## config.mk

```make
export PLATFORM = sky130hd
export DESIGN_NAME = ext_sram_arbiter_flat
export DESIGN_NICKNAME = d
export VERILOG_FILES = /design/src/rtl/ext_sram_arbiter_if.sv /design/src/rtl/ext_sram_arbiter.sv /design/src/flat_wrapper.sv
export SDC_FILE = /design/constraint.sdc
export NUM_CORES = 1
export LEC_CHECK = 0
export CAP_MARGIN = 0
export CORE_MARGIN = 3
export CORE_UTILIZATION = 30
export DETAILED_ROUTE_END_ITERATION = 10
export HOLD_SLACK_MARGIN = 0.02
export MAX_ROUTING_LAYER = met4
export PLACE_DENSITY = 0.62
export RECOVER_POWER = 100
export SLEW_MARGIN = 40
export SYNTH_ARGS = -nofsm -noshare
export SYNTH_HDL_FRONTEND = slang
export SYNTH_SLANG_ARGS = --single-unit
```

## constraint.sdc

```tcl
create_clock -name clk -period 3 [get_ports clk]
set_input_delay 0.6 -clock clk [delete_from_list [all_inputs] [get_ports clk]]
set_output_delay 0.6 -clock clk [all_outputs]
set_load 0.05 [all_outputs]
```

## src/rtl/ext_sram_arbiter_if.sv

```systemverilog
// Bundles both word requester ports and the byte-wide external SRAM port.
// The arbiter takes the slave modport; the requesters and the SRAM drive the master side.
interface ext_sram_arbiter_if;
    logic        p0_req_i, p1_req_i;
    logic        p0_gnt_o, p1_gnt_o;
    logic        p0_rvalid_o, p1_rvalid_o;
    logic        p0_we_i, p1_we_i;
    logic [3:0]  p0_be_i, p1_be_i;
    logic [31:0] p0_addr_i, p1_addr_i;
    logic [31:0] p0_wdata_i, p1_wdata_i;
    logic [31:0] p0_rdata_o, p1_rdata_o;
    logic [7:0]  ext_sram_rdata_i;
    logic [7:0]  ext_sram_wdata_o;
    logic [31:0] ext_sram_addr_o;
    logic        ext_sram_read_o, ext_sram_write_o;

    modport slave (
        input  p0_req_i, p1_req_i, p0_we_i, p1_we_i, p0_be_i, p1_be_i,
               p0_addr_i, p1_addr_i, p0_wdata_i, p1_wdata_i, ext_sram_rdata_i,
        output p0_gnt_o, p1_gnt_o, p0_rvalid_o, p1_rvalid_o, p0_rdata_o, p1_rdata_o,
               ext_sram_wdata_o, ext_sram_addr_o, ext_sram_read_o, ext_sram_write_o
    );

    modport master (
        output p0_req_i, p1_req_i, p0_we_i, p1_we_i, p0_be_i, p1_be_i,
               p0_addr_i, p1_addr_i, p0_wdata_i, p1_wdata_i, ext_sram_rdata_i,
        input  p0_gnt_o, p1_gnt_o, p0_rvalid_o, p1_rvalid_o, p0_rdata_o, p1_rdata_o,
               ext_sram_wdata_o, ext_sram_addr_o, ext_sram_read_o, ext_sram_write_o
    );
endinterface

```

## src/rtl/ext_sram_arbiter.sv

```systemverilog
// Arbitrates two word requesters onto a byte-wide SRAM as four byte beats; SRAM_ARB_RR_EN selects round-robin.
// Latency: grant T, write rvalid T+5, read rvalid T+6 (extra DRAIN cycle captures the last byte).
// Backpressure: requests are held until granted; grants only happen in IDLE, one word in flight.
module ext_sram_arbiter #(
    parameter logic [31:0] SRAM_ADDR_MASK = 32'hFFFF_FFFF
) (
    input logic               clk,
    input logic               rst_i,
    ext_sram_arbiter_if.slave bus
);
    typedef enum logic [1:0] {IDLE, ACCESS, DRAIN, RESP} state_t;

    state_t      state;
    logic [1:0]  beat;
    logic        owner;
    logic        we_q;
    logic [3:0]  be_q;
    logic [31:0] addr_q;
    logic [31:0] wdata_q;
    logic [31:0] rbuf;
    logic        any_req;
    logic        grant;
    logic        pick1;
    logic        access;
    logic [1:0]  cap_k;

    assign any_req = bus.p0_req_i || bus.p1_req_i;
    assign grant   = (state == IDLE) && !rst_i && any_req;

`ifdef SRAM_ARB_RR_EN
    logic last_grant;

    // On a tie the port that did not win last time goes first.
    assign pick1 = bus.p1_req_i && (!bus.p0_req_i || !last_grant);

    always_ff @(posedge clk) begin
        if (rst_i)
            last_grant <= 1'b1;
        else if (grant)
            last_grant <= pick1;
    end
`else
    assign pick1 = bus.p1_req_i && !bus.p0_req_i;
`endif

    // Byte of beat k arrives one cycle after its strobe, so ACCESS captures the previous beat.
    assign cap_k = beat - 2'd1;

    always_ff @(posedge clk) begin
        if (rst_i) begin
            state   <= IDLE;
            beat    <= 2'd0;
            owner   <= 1'b0;
            we_q    <= 1'b0;
            be_q    <= 4'd0;
            addr_q  <= 32'd0;
            wdata_q <= 32'd0;
            rbuf    <= 32'd0;
        end else begin
            case (state)
                IDLE: begin
                    if (grant) begin
                        owner   <= pick1;
                        we_q    <= pick1 ? bus.p1_we_i    : bus.p0_we_i;
                        be_q    <= pick1 ? bus.p1_be_i    : bus.p0_be_i;
                        addr_q  <= pick1 ? bus.p1_addr_i  : bus.p0_addr_i;
                        wdata_q <= pick1 ? bus.p1_wdata_i : bus.p0_wdata_i;
                        beat    <= 2'd0;
                        state   <= ACCESS;
                    end
                end
                ACCESS: begin
                    if (!we_q && beat != 2'd0)
                        rbuf[{cap_k, 3'b000} +: 8] <= bus.ext_sram_rdata_i;
                    if (beat == 2'd3)
                        state <= we_q ? RESP : DRAIN;
                    else
                        beat <= beat + 2'd1;
                end
                DRAIN: begin
                    rbuf[31:24] <= bus.ext_sram_rdata_i;
                    state       <= RESP;
                end
                RESP: state <= IDLE;
                default: state <= IDLE;
            endcase
        end
    end

    assign access = (state == ACCESS);

    assign bus.p0_gnt_o    = grant && !pick1;
    assign bus.p1_gnt_o    = grant && pick1;
    assign bus.p0_rvalid_o = (state == RESP) && !owner;
    assign bus.p1_rvalid_o = (state == RESP) && owner;
    assign bus.p0_rdata_o  = rbuf;
    assign bus.p1_rdata_o  = rbuf;

    assign bus.ext_sram_addr_o  = access ? ((addr_q + {30'd0, beat}) & SRAM_ADDR_MASK) : 32'd0;
    assign bus.ext_sram_read_o  = access && !we_q;
    assign bus.ext_sram_write_o = access && we_q && be_q[beat];
    assign bus.ext_sram_wdata_o = (access && we_q) ? wdata_q[{beat, 3'b000} +: 8] : 8'd0;
endmodule
```

## src/flat_wrapper.sv

```systemverilog
// flat-port wrapper written by rule: the top's interface ports become plain ports
module ext_sram_arbiter_flat 
#(
    parameter logic [31:0] SRAM_ADDR_MASK = 32'hFFFF_FFFF
)
  (clk, rst_i, bus_p0_req_i, bus_p1_req_i, bus_p0_we_i, bus_p1_we_i, bus_p0_be_i, bus_p1_be_i, bus_p0_addr_i, bus_p1_addr_i, bus_p0_wdata_i, bus_p1_wdata_i, bus_ext_sram_rdata_i, bus_p0_gnt_o, bus_p1_gnt_o, bus_p0_rvalid_o, bus_p1_rvalid_o, bus_p0_rdata_o, bus_p1_rdata_o, bus_ext_sram_wdata_o, bus_ext_sram_addr_o, bus_ext_sram_read_o, bus_ext_sram_write_o);
  ext_sram_arbiter_if bus_i ();
  input logic clk;
  input logic rst_i;
  input wire logic [$bits(bus_i.p0_req_i)-1:0] bus_p0_req_i;
  input wire logic [$bits(bus_i.p1_req_i)-1:0] bus_p1_req_i;
  input wire logic [$bits(bus_i.p0_we_i)-1:0] bus_p0_we_i;
  input wire logic [$bits(bus_i.p1_we_i)-1:0] bus_p1_we_i;
  input wire logic [$bits(bus_i.p0_be_i)-1:0] bus_p0_be_i;
  input wire logic [$bits(bus_i.p1_be_i)-1:0] bus_p1_be_i;
  input wire logic [$bits(bus_i.p0_addr_i)-1:0] bus_p0_addr_i;
  input wire logic [$bits(bus_i.p1_addr_i)-1:0] bus_p1_addr_i;
  input wire logic [$bits(bus_i.p0_wdata_i)-1:0] bus_p0_wdata_i;
  input wire logic [$bits(bus_i.p1_wdata_i)-1:0] bus_p1_wdata_i;
  input wire logic [$bits(bus_i.ext_sram_rdata_i)-1:0] bus_ext_sram_rdata_i;
  output wire logic [$bits(bus_i.p0_gnt_o)-1:0] bus_p0_gnt_o;
  output wire logic [$bits(bus_i.p1_gnt_o)-1:0] bus_p1_gnt_o;
  output wire logic [$bits(bus_i.p0_rvalid_o)-1:0] bus_p0_rvalid_o;
  output wire logic [$bits(bus_i.p1_rvalid_o)-1:0] bus_p1_rvalid_o;
  output wire logic [$bits(bus_i.p0_rdata_o)-1:0] bus_p0_rdata_o;
  output wire logic [$bits(bus_i.p1_rdata_o)-1:0] bus_p1_rdata_o;
  output wire logic [$bits(bus_i.ext_sram_wdata_o)-1:0] bus_ext_sram_wdata_o;
  output wire logic [$bits(bus_i.ext_sram_addr_o)-1:0] bus_ext_sram_addr_o;
  output wire logic [$bits(bus_i.ext_sram_read_o)-1:0] bus_ext_sram_read_o;
  output wire logic [$bits(bus_i.ext_sram_write_o)-1:0] bus_ext_sram_write_o;
  assign bus_i.p0_req_i = bus_p0_req_i;
  assign bus_i.p1_req_i = bus_p1_req_i;
  assign bus_i.p0_we_i = bus_p0_we_i;
  assign bus_i.p1_we_i = bus_p1_we_i;
  assign bus_i.p0_be_i = bus_p0_be_i;
  assign bus_i.p1_be_i = bus_p1_be_i;
  assign bus_i.p0_addr_i = bus_p0_addr_i;
  assign bus_i.p1_addr_i = bus_p1_addr_i;
  assign bus_i.p0_wdata_i = bus_p0_wdata_i;
  assign bus_i.p1_wdata_i = bus_p1_wdata_i;
  assign bus_i.ext_sram_rdata_i = bus_ext_sram_rdata_i;
  assign bus_p0_gnt_o = bus_i.p0_gnt_o;
  assign bus_p1_gnt_o = bus_i.p1_gnt_o;
  assign bus_p0_rvalid_o = bus_i.p0_rvalid_o;
  assign bus_p1_rvalid_o = bus_i.p1_rvalid_o;
  assign bus_p0_rdata_o = bus_i.p0_rdata_o;
  assign bus_p1_rdata_o = bus_i.p1_rdata_o;
  assign bus_ext_sram_wdata_o = bus_i.ext_sram_wdata_o;
  assign bus_ext_sram_addr_o = bus_i.ext_sram_addr_o;
  assign bus_ext_sram_read_o = bus_i.ext_sram_read_o;
  assign bus_ext_sram_write_o = bus_i.ext_sram_write_o;
  ext_sram_arbiter #(.SRAM_ADDR_MASK(SRAM_ADDR_MASK)) u_core (.clk(clk), .rst_i(rst_i), .bus(bus_i));
endmodule
```

* After elaboration in Yosys (flattened, before gate mapping)
Cells that the tools add are included.
** Cells by class
- Add/subtract/negate cells :: 4
- Order comparisons :: 1
- Eq/ne operators :: 8
- Shift operators :: 3
- Mux-type cells :: 18
- Reduce and logical (&&, ||, !) cells :: 26
** Operator list (number)
- 2-to-1 mux 32 bit :: 4
- adder 32 x 2 -> 32 bit :: 1
- bitwise mux 32 bit :: 1
- variable shift 8 x 7 -> 32 bit, first input constant :: 1
- indexed part select 32 x 6 -> 8 bit :: 1
- indexed part select 8 x 7 -> 32 bit :: 1
- one-hot mux 8 bit (2 select lines) :: 1
- logical AND 1 bit :: 11
- 2-to-1 mux 2 bit :: 4
- 2-to-1 mux 8 bit :: 1
- one-hot mux 2 bit (4 select lines) :: 1
- AND reduction 2 bit :: 4
- negator 5 -> 7 bit :: 1
- equality test 2 bit, second input constant :: 3
- inequality test 2 bit, second input constant :: 3
- nonzero test 2 bit :: 3
- logical NOT 1 bit :: 5
- 2-to-1 mux 4 bit :: 1
- one-hot mux 2 bit (2 select lines) :: 1
- less-than comparator 2 x 3 -> 1 bit, second input constant :: 1
- 2-to-1 mux 1 bit :: 3
- AND reduction 3 bit :: 1
- adder 2 x 1 -> 2 bit, second input constant :: 1
- binary-select mux 1 bit (select 2 bit) :: 1
- other kinds (5) :: 5
** Word-level totals
- Bits in registers :: 106
- Input bits :: 150
- Output and inout bits :: 110

* Longest topological paths before layout
Gate-level depths: netlist of the first run.
- Word-level depth :: 6
- Mapped depth :: 9
- Gate-level depth less buffers :: 7

* Worst setup path before layout of the first run
No wires, ideal clock.
- Path kind :: register -> output
- Start :: register u_core.beat[0]
- End :: output bus_ext_sram_addr_o[6]
- Arrival time :: 2.412 ns
- Data required time :: 2.400 ns
- Slack :: -0.012 ns
- Stages on the path, launching flop included :: 6
- Cell sequence :: dfxtp_1 > ha_1 > fa_1 > nand3_2 > or3_1 > a21boi_0
** Between the ends
- Cells in the longest elaborated chain, start to end :: 2
** RTL lines
- start: declaration :: line ext_sram_arbiter.sv:14 : logic [1:0] beat;
- start signal: assignment :: line ext_sram_arbiter.sv:78 : beat <= beat + 2'd1;
- adder 32 x 2 -> 32 bit :: line ext_sram_arbiter.sv:99 : assign bus.ext_sram_addr_o = access ? ((addr_q + {30'd0, beat}) & SRAM_ADDR_MASK) : 32'd0;
- 2-to-1 mux 32 bit :: line ext_sram_arbiter.sv:99
- end: declaration :: line flat_wrapper.sv:28 : output wire logic [$bits(bus_i.ext_sram_addr_o)-1:0] bus_ext_sram_addr_o;
No other way between the ends.

* Worst setup path in the final report of the first run
- Start :: register u_core.beat[0]
- End :: output bus_ext_sram_addr_o[16]
Same word-level chain as after synthesis.

==> results of run 1 <==
state kept, by name, indices dropped and copies added (netlist names):
register and count:
u_core.bus.p0_rdata_o 32, u_core.we_q 1, u_core.owner 1, u_core.beat 2
u_core.state 2, u_core.wdata_q 32, u_core.be_q 4, u_core.addr_q 32
worst min-delay path: stages, from the launching register on:
cell and delay [ps]:
dfxtp_1 310, nand2_1 50, a21oi_1 50
logic make-up (layout without fill, tap and decap cells):
| logic type | Yosys count | in the layout | share of synthesized area (%) |
|---|---|---|---|
| AOI/OAI and AO/OA | 180 | 180 | 19.14 |
| xor gates and xnor gates | 28 | 28 | 4.321 |
| adders and majority gates | 14 | 14 | 3.219 |
| buffers and inverters | 89 | 302 | 8.818 |
| DFF | 106 | 106 | 37.39 |
| muxes | 18 | 18 | 5.159 |
| and+or+nand+nor | 242 | 242 | 21.96 |
layout by cell type, fill, tap and decap left out, types with 11 or more instances in the layout:
| master | count |
|---|---|
| a21oi_1 | 98 |
| a22oi_1 | 69 |
| and2_1 | 32 |
| buf_12 | 43 |
| buf_4 | 18 |
| clkdlybuf4s50_1 | 213 |
| dfxtp_1 | 105 |
| ha_1 | 12 |
| nand2_1 | 105 |
| nand3_1 | 35 |
| nand4_1 | 11 |
| nor2_1 | 13 |
| nor2b_1 | 16 |
| xnor2_1 | 23 |
area by class of cell:
type                    count  area [um2]  area share (%)
clock inverters             4       73.82          0.8182
flip-flops and latches    106        2123           23.53
inverters                   8       30.03          0.3328
repair buffers            278        3166           35.09
well taps                 229       286.5           3.176
multi-input cells         482        3087           34.21
clock buffers              12       256.5           2.843
metal layers:
metal / vias to the layer above / GRT usage (%)
met4: 0 / 4.757
met3: 11 / 2.962
li1: 2764 / -
met5: - / -
met2: 160 / 28.80
met1: 2459 / 23.05
repair_timing:
action	CTS	global route
buffers inserted	0	5
resized for setup	1	9
hold buffers	0	0
setup endpoints to repair	7	12
pin swaps	0	4
metrics by stage:
stage / area, um2 / TNS (ps) / setup slack (ps) / cells
final: 9022 / 0 / 88.72 / 1119
after global routing: 9022 / -83.82 / -32.63 / 1119
after CTS: 8969 / -4.831 / -4.831 / 1114
after detailed placement: 8636 / 0 / 289.3 / 1098
after global placement: 8632 / 0 / 307.5 / 1098
after floorplan: 5675 / 0 / 222.2 / 677
power groups by stage:
stage	combinational (mW)	clock [mW]	sequential, mW
floorplan	1.16	0	1.79
finish	1.94	1.31	1.74
detailed placement	1.96	0	1.77
global placement	1.95	0	1.77
global route	2.10	1.41	1.77
CTS	1.97	1.35	1.74
final timing paths:
path                                   from                              to
min reg2reg  u_core.wdata_q[7]$_SDFFE_PP0P_  u_core.wdata_q[7]$_SDFFE_PP0P_
max             u_core.beat[0]$_SDFFE_PP0P_         bus_ext_sram_addr_o[16]
min          u_core.wdata_q[7]$_SDFFE_PP0P_  u_core.wdata_q[7]$_SDFFE_PP0P_
max reg2reg    u_core.state[0]$_SDFFE_PP0P_  u_core.addr_q[23]$_SDFFE_PP0P_
==> summary.md, run 1 <==
| Metric | Value |
|---|---|
| P_int | ~3.2 mW |
| Met2 WL | 9106 um |
| TritonCTS Buffers | 9 |
| Avg Cell Area, Syn | 8.383 um2 |
| Number of synthesized flops with an enable pin | 0 |
| Hold path cells | 2 |
| Die width | 143.5 um |
| Drt pass-1 iters | 5 |
| Ports | 260 |
| Initial antenna violation count | 0 |
| Highest metal used | met4 |
| Largest net degree at the start of global routing | around 110 |
| Grt total ovfl | 0 |
| Final period util | 97.04% |
| Clock sink count | 106 |
| Post-synthesis sequential area ratio | 37.39% |
| Startpoint types | flop |
| Cells after synthesis | 677 |
| HP Class | reg2reg |
| Detailed Place HPWL | 13990 um |
| Area contributors post-synth | dfxtp_1, a22oi_1, a21oi_1, nand2_1, buf_4 |
| CTS tree | yes |
| Status | completed |
| Synthesized cell area | ~5700 um2 |
| Vias per cell | about 4.8 |
| R2R Setup Slk | 550 ps |
| Net count after synthesis | 841 |
| Area grow syn2layout | 58.97% |
| Post-DR wirelength/cell | 16.52 um |
| CP arrival | between 2000 and 2500 ps |
| Main synth FF type | dfxtp_1 |
| Max IR drop VDD | 0.3021 mV |
| Sequential power share | 35.0% |
| Clock power share | 26.2% |
| CP Depth | 9 |
| DR iter-0 viols | slightly below 400 |
| CP max-delay cell | dfxtp_2 |
| Seq cells post-synth | 106 |
| Tot Pwr | 4.985 mW |
| Placer Congestion | between 0.8 and 0.9 |
| Worst path cell trace | ha_2, fa_2, nand3_4, nor4_4, buf_4, nand3_1, xnor2_1, and2_1, buf_12 |
| CP endpoint kind | output pin |
| Net switching power | 1.773 mW |
| Max Fclk | 0.3435 GHz |
| Post-synth top cells | dfxtp_1, nand2_1, a21oi_1 |
| Wire length on met1 | between 8000 and 9000 um |
| MaxCap Viol Count | 0 |
| Rows | 49 |
| WP data required | 2400 ps |
| CTS max path bufs | 2 |
| Max stage delay on crit path | 340 ps |
| Top-area cell type share of the netlist area | a little under two fifths |
| Synth cell types | 41 |
| Total Wirelength | 18480 um |
| Post-route ant nets | 0 |
| Port Buffer Count | 259 |
| Synth area leader | dfxtp_1 |
| Ant. Diodes | 0 |
| Clk_lat worst skew | 350 ps |
| Gate power share | 38.8% |
| CTS Root Cell | clkbuf_16 |
| Top-count cell post-synth | dfxtp_1 |
| Hold slack | 449.1 ps |
| YS warnings | 0 |
| Fin. Hold Viols | 0 |
| Tot GR Track Use | between 10% and 20% |
| DIE HEIGHT | 143.5 um |
| Final #Nets | 1049 |
| Final Critical Period | just under 3000 ps |
| Final setup violation count | 0 |
| Share of cells above drive strength 1 | a little under an eighth |
| Leak | ~3.2 nW |
| Met3 Wirelength | 975 um |
| Vias in the first global route | just over 5000 |
| Via count | about 5400 |
| Final core occ | roughly half |
| Slew margin rel. | 8.978% |
| DRC | 0 |
| Skew final | approximately 8.6 ps |
| CP bufs+invs | 2 |
| Crit Path Max Fanout | 5 |
| Slew Limit Fails | 0 |
| Sw Share | between 30% and 40% |
| Unrepaired setup endpoints after global routing | true |
| Slew @ Worst Pin | 1351 ps |
| Post-synth ARST share | 0% |
| Top cell family by delay on the critical path | simple AND/OR/NAND/NOR gates |
| First-pass GRT wire length | ~28000 um |
| FILL cells | 1782 |
| Core ar. | 18270 um2 |
| Cell Pwr Density | 552.6 nW/um2 |
| Reg2reg path depth | 7 |
| H-tree level count | 3 |
| Crit path kind | reg2out |
| Die area | between 20000 and 25000 um2 |
| Initial core utilization | 31.06% |
| Clock Pin Slew Worst Setup and Hold Paths | approximately 70 ps |
No activity file was read; power rests on OpenSTA's default activity.
==> inputs of run 2 (changes only) <==
- RECOVER_POWER: 100 -> not set
- SETUP_SLACK_MARGIN: not set -> 0.4
==> summary.md, run 2 (synthesis gave the netlist of run 1 again) <==
| Metric | Value |
|---|---|
| Core ar. | 18270 um2 (unchanged) |
| Area grow syn2layout | 63.82% (was 58.97%) |
| Max Fclk | 0.3674 GHz (was 0.3435 GHz) |
| Port Buffer Count | 259 (unchanged) |
| Drt pass-1 iters | 4 (was 5) |
| Largest net degree at the start of global routing | 107 (unchanged) |
| CTS max path bufs | 2 (unchanged) |
| CP max-delay cell | fa_2 (was dfxtp_2) |
| Final setup violation count | 0 (unchanged) |
| Slew margin rel. | 48.80% (was 8.978%) |
| Clk_lat worst skew | 350 ps (about the same) |
| Slew Limit Fails | 0 (unchanged) |
| Unrepaired setup endpoints after global routing | true (unchanged) |
| Clock sink count | 106 (unchanged) |
| Final period util | 90.72% (was 97.04%) |
| Vias in the first global route | 5371 (was 5151) |
| DR iter-0 viols | 258 (was 392) |
| Clock Pin Slew Worst Setup and Hold Paths | 70 ps (about the same) |
| H-tree level count | 3 (unchanged) |
| HP Class | reg2reg (unchanged) |
| Detailed Place HPWL | 14300 um (was 13990 um) |
| Most frequent cells in the layout | clkdlybuf4s50_1, nand2_1, a21oi_1, dfxtp_1, a22oi_1 (was clkdlybuf4s50_1, nand2_1, dfxtp_1, a21oi_1, a22oi_1) |
| TritonCTS Buffers | 9 (unchanged) |
| Worst path cell trace | ha_4, fa_2, nand3_4, nor4_4, buf_6, buf_6, xor2_2, and2_4, buf_12 (was ha_2, fa_2, nand3_4, nor4_4, buf_4, nand3_1, xnor2_1, and2_1, buf_12) |
| Final instance area | 9298 um2 (was 9022 um2) |
| CP endpoint kind | output pin (unchanged) |
| Vias per cell | 4.920 (was 4.820) |
| CP arrival | 2120 ps (was 2310 ps) |
| Die width | 143.5 um (unchanged) |
| WP data required | 2400 ps (about the same) |
| First-pass GRT wire length | 28960 um (was 28120 um) |
| Ports | 260 (unchanged) |
| DIE HEIGHT | 143.5 um (unchanged) |
| Fin worst setup slack | 278.3 ps (was 88.72 ps) |
| DRC | 0 (unchanged) |
| Initial antenna violation count | 2 (was 0) |
| Tot GR Track Use | 18.39% (was 17.76%) |
| Crit path kind | reg2out (unchanged) |
| Worst path most repeated cell | buf_6 |
| Max stage delay on crit path | 420 ps (was 340 ps) |
| CTS tree | yes (unchanged) |
| Fin. Hold Viols | 0 (unchanged) |
| Die area | 20610 um2 (unchanged) |
| Setup TNS | 0 ps (unchanged) |
| Startpoint types | flop (unchanged) |
| Pre-CTS WS | 256.4 ps (was 289.3 ps) |
| Max IR drop VDD | 0.2638 mV (was 0.3021 mV) |
| Status | completed (unchanged) |
| Slew @ Worst Pin | 768.1 ps (was 1351 ps) |
| Total Wirelength | 19480 um (was 18480 um) |
| Cell Pwr Density | 525.8 nW/um2 (was 552.6 nW/um2) |
| Via count | 5565 (was 5394) |
| Min-delay src | u_core.be_q[0]$_SDFFE_PP0P_ (was u_core.wdata_q[7]$_SDFFE_PP0P_) |
| Most common cell after layout, fill and taps aside | clkdlybuf4s50_1 (unchanged) |
| Crit Path Max Fanout | 5 (unchanged) |
| MaxCap Viol Count | 0 (unchanged) |
| Post-DR wirelength/cell | 17.22 um (was 16.52 um) |
| Placed cell area | 8643 um2 (was 8636 um2) |
| Final #Nets | 1060 (was 1049) |
| Placer Congestion | 0.8595 (was 0.8765) |
| Post-route ant nets | 0 (unchanged) |
| CP Launch Point | u_core.addr_q[0]$_SDFFE_PP0P_ (was u_core.beat[0]$_SDFFE_PP0P_) |
| Critical R2R Launch | u_core.state[0]$_SDFFE_PP0P_ (unchanged) |
| Share of cells above drive strength 1 | 18.00% (was 11.91%) |
| Grt total ovfl | 0 (unchanged) |
| CTS Root Cell | clkbuf_16 (unchanged) |
| Rows | 49 (unchanged) |
| Leak | 3.316 nW (was 3.166 nW) |
| Skew final | 8.147 ps (was 8.608 ps) |
| Initial core utilization | 31.06% (unchanged) |
| Final Critical Period | 2722 ps (was 2911 ps) |
run 2: cell count changes in the layout (fill, tap and decap cells not counted), moves of 3 or more:
cell,change
buf_4,+7
and2_4,+6
buf_6,+4
dfxtp_2,+12
dfxtp_1,-19
and2_1,-6
dfxtp_4,+7
ha_4,+3
xnor2_2,+3
nand3_1,-4
xnor2_1,-3
run 2: routing by layer:
| metal | share of wire, % | wire length, um | GRT usage (%) | vias to the layer above |
|---|---|---|---|---|
| li1 | - | - | - | 2780 |
| met1 | 43 | 8411 | 22.45 | 2614 |
| met2 | 49 | 9637 | 31.04 | 159 |
| met3 | 6.2 | 1210 | 4.692 | 12 |
| met4 | 1.1 | 218 | 3.518 | 0 |
| met5 | 0 | 0 | - | - |
run 2: final timing paths:
kind / to / slack (ps) / depth (start not counted)
worst max-delay path: bus_ext_sram_addr_o[12] / 280 / 9
worst min-delay path: u_core.be_q[0]$_SDFFE_PP0P_ / 450 / 2
worst max register to register: u_core.addr_q[17]$_SDFFE_PP0P_ / 670 / 8
worst min register to register: u_core.be_q[0]$_SDFFE_PP0P_ / 450 / 2
run 2: area by class of cell:
class                      instances  area (um2)
tap                              229       286.5
clock inverter                     6       43.79
antenna                            2       5.005
multi-input combinational        482        3266
sequential                       106        2165
fill                            1662        8972
clock buffer                       9       225.2
inverter                           8       30.03
timing repair buffer             289        3277
run 2: report_power, final:
group	switching [mW]	internal [mW]	total (mW)
combinational	1.11	0.899	2.01
clock	0.546	0.562	1.11
sequential	0.173	1.60	1.77
run 2: what timing repair did:
action	in CTS	in global routing
endpoints found under the setup margin	35	40
pin swaps	17	19
resized for setup	38	37
hold buffers	0	0
setup buffers	9	5
gates cloned	1	1
run 2: per-stage QoR:
step           hold slack, ps  instances  utilization [%]  total power [mW]
6_report                449.4       1131            50.89             4.889
5_1_grt                 467.9       1131            50.89             5.172
4_1_cts                 453.1       1123            49.95             4.909
3_5_place_dp            442.3       1098            47.31             3.754
3_3_place_gp            436.8       1098            47.29             3.737
2_1_floorplan           428.7        677                -             2.955
run 2: worst max-delay path, delay by kind of cell (launching register included):
kind / cells / cell delay, ps
xor+xnor: 1 / 140
fa+ha+maj: 2 / 580
buf+inv: 3 / 390
flops: 1 / 340
simple gates: 3 / 330
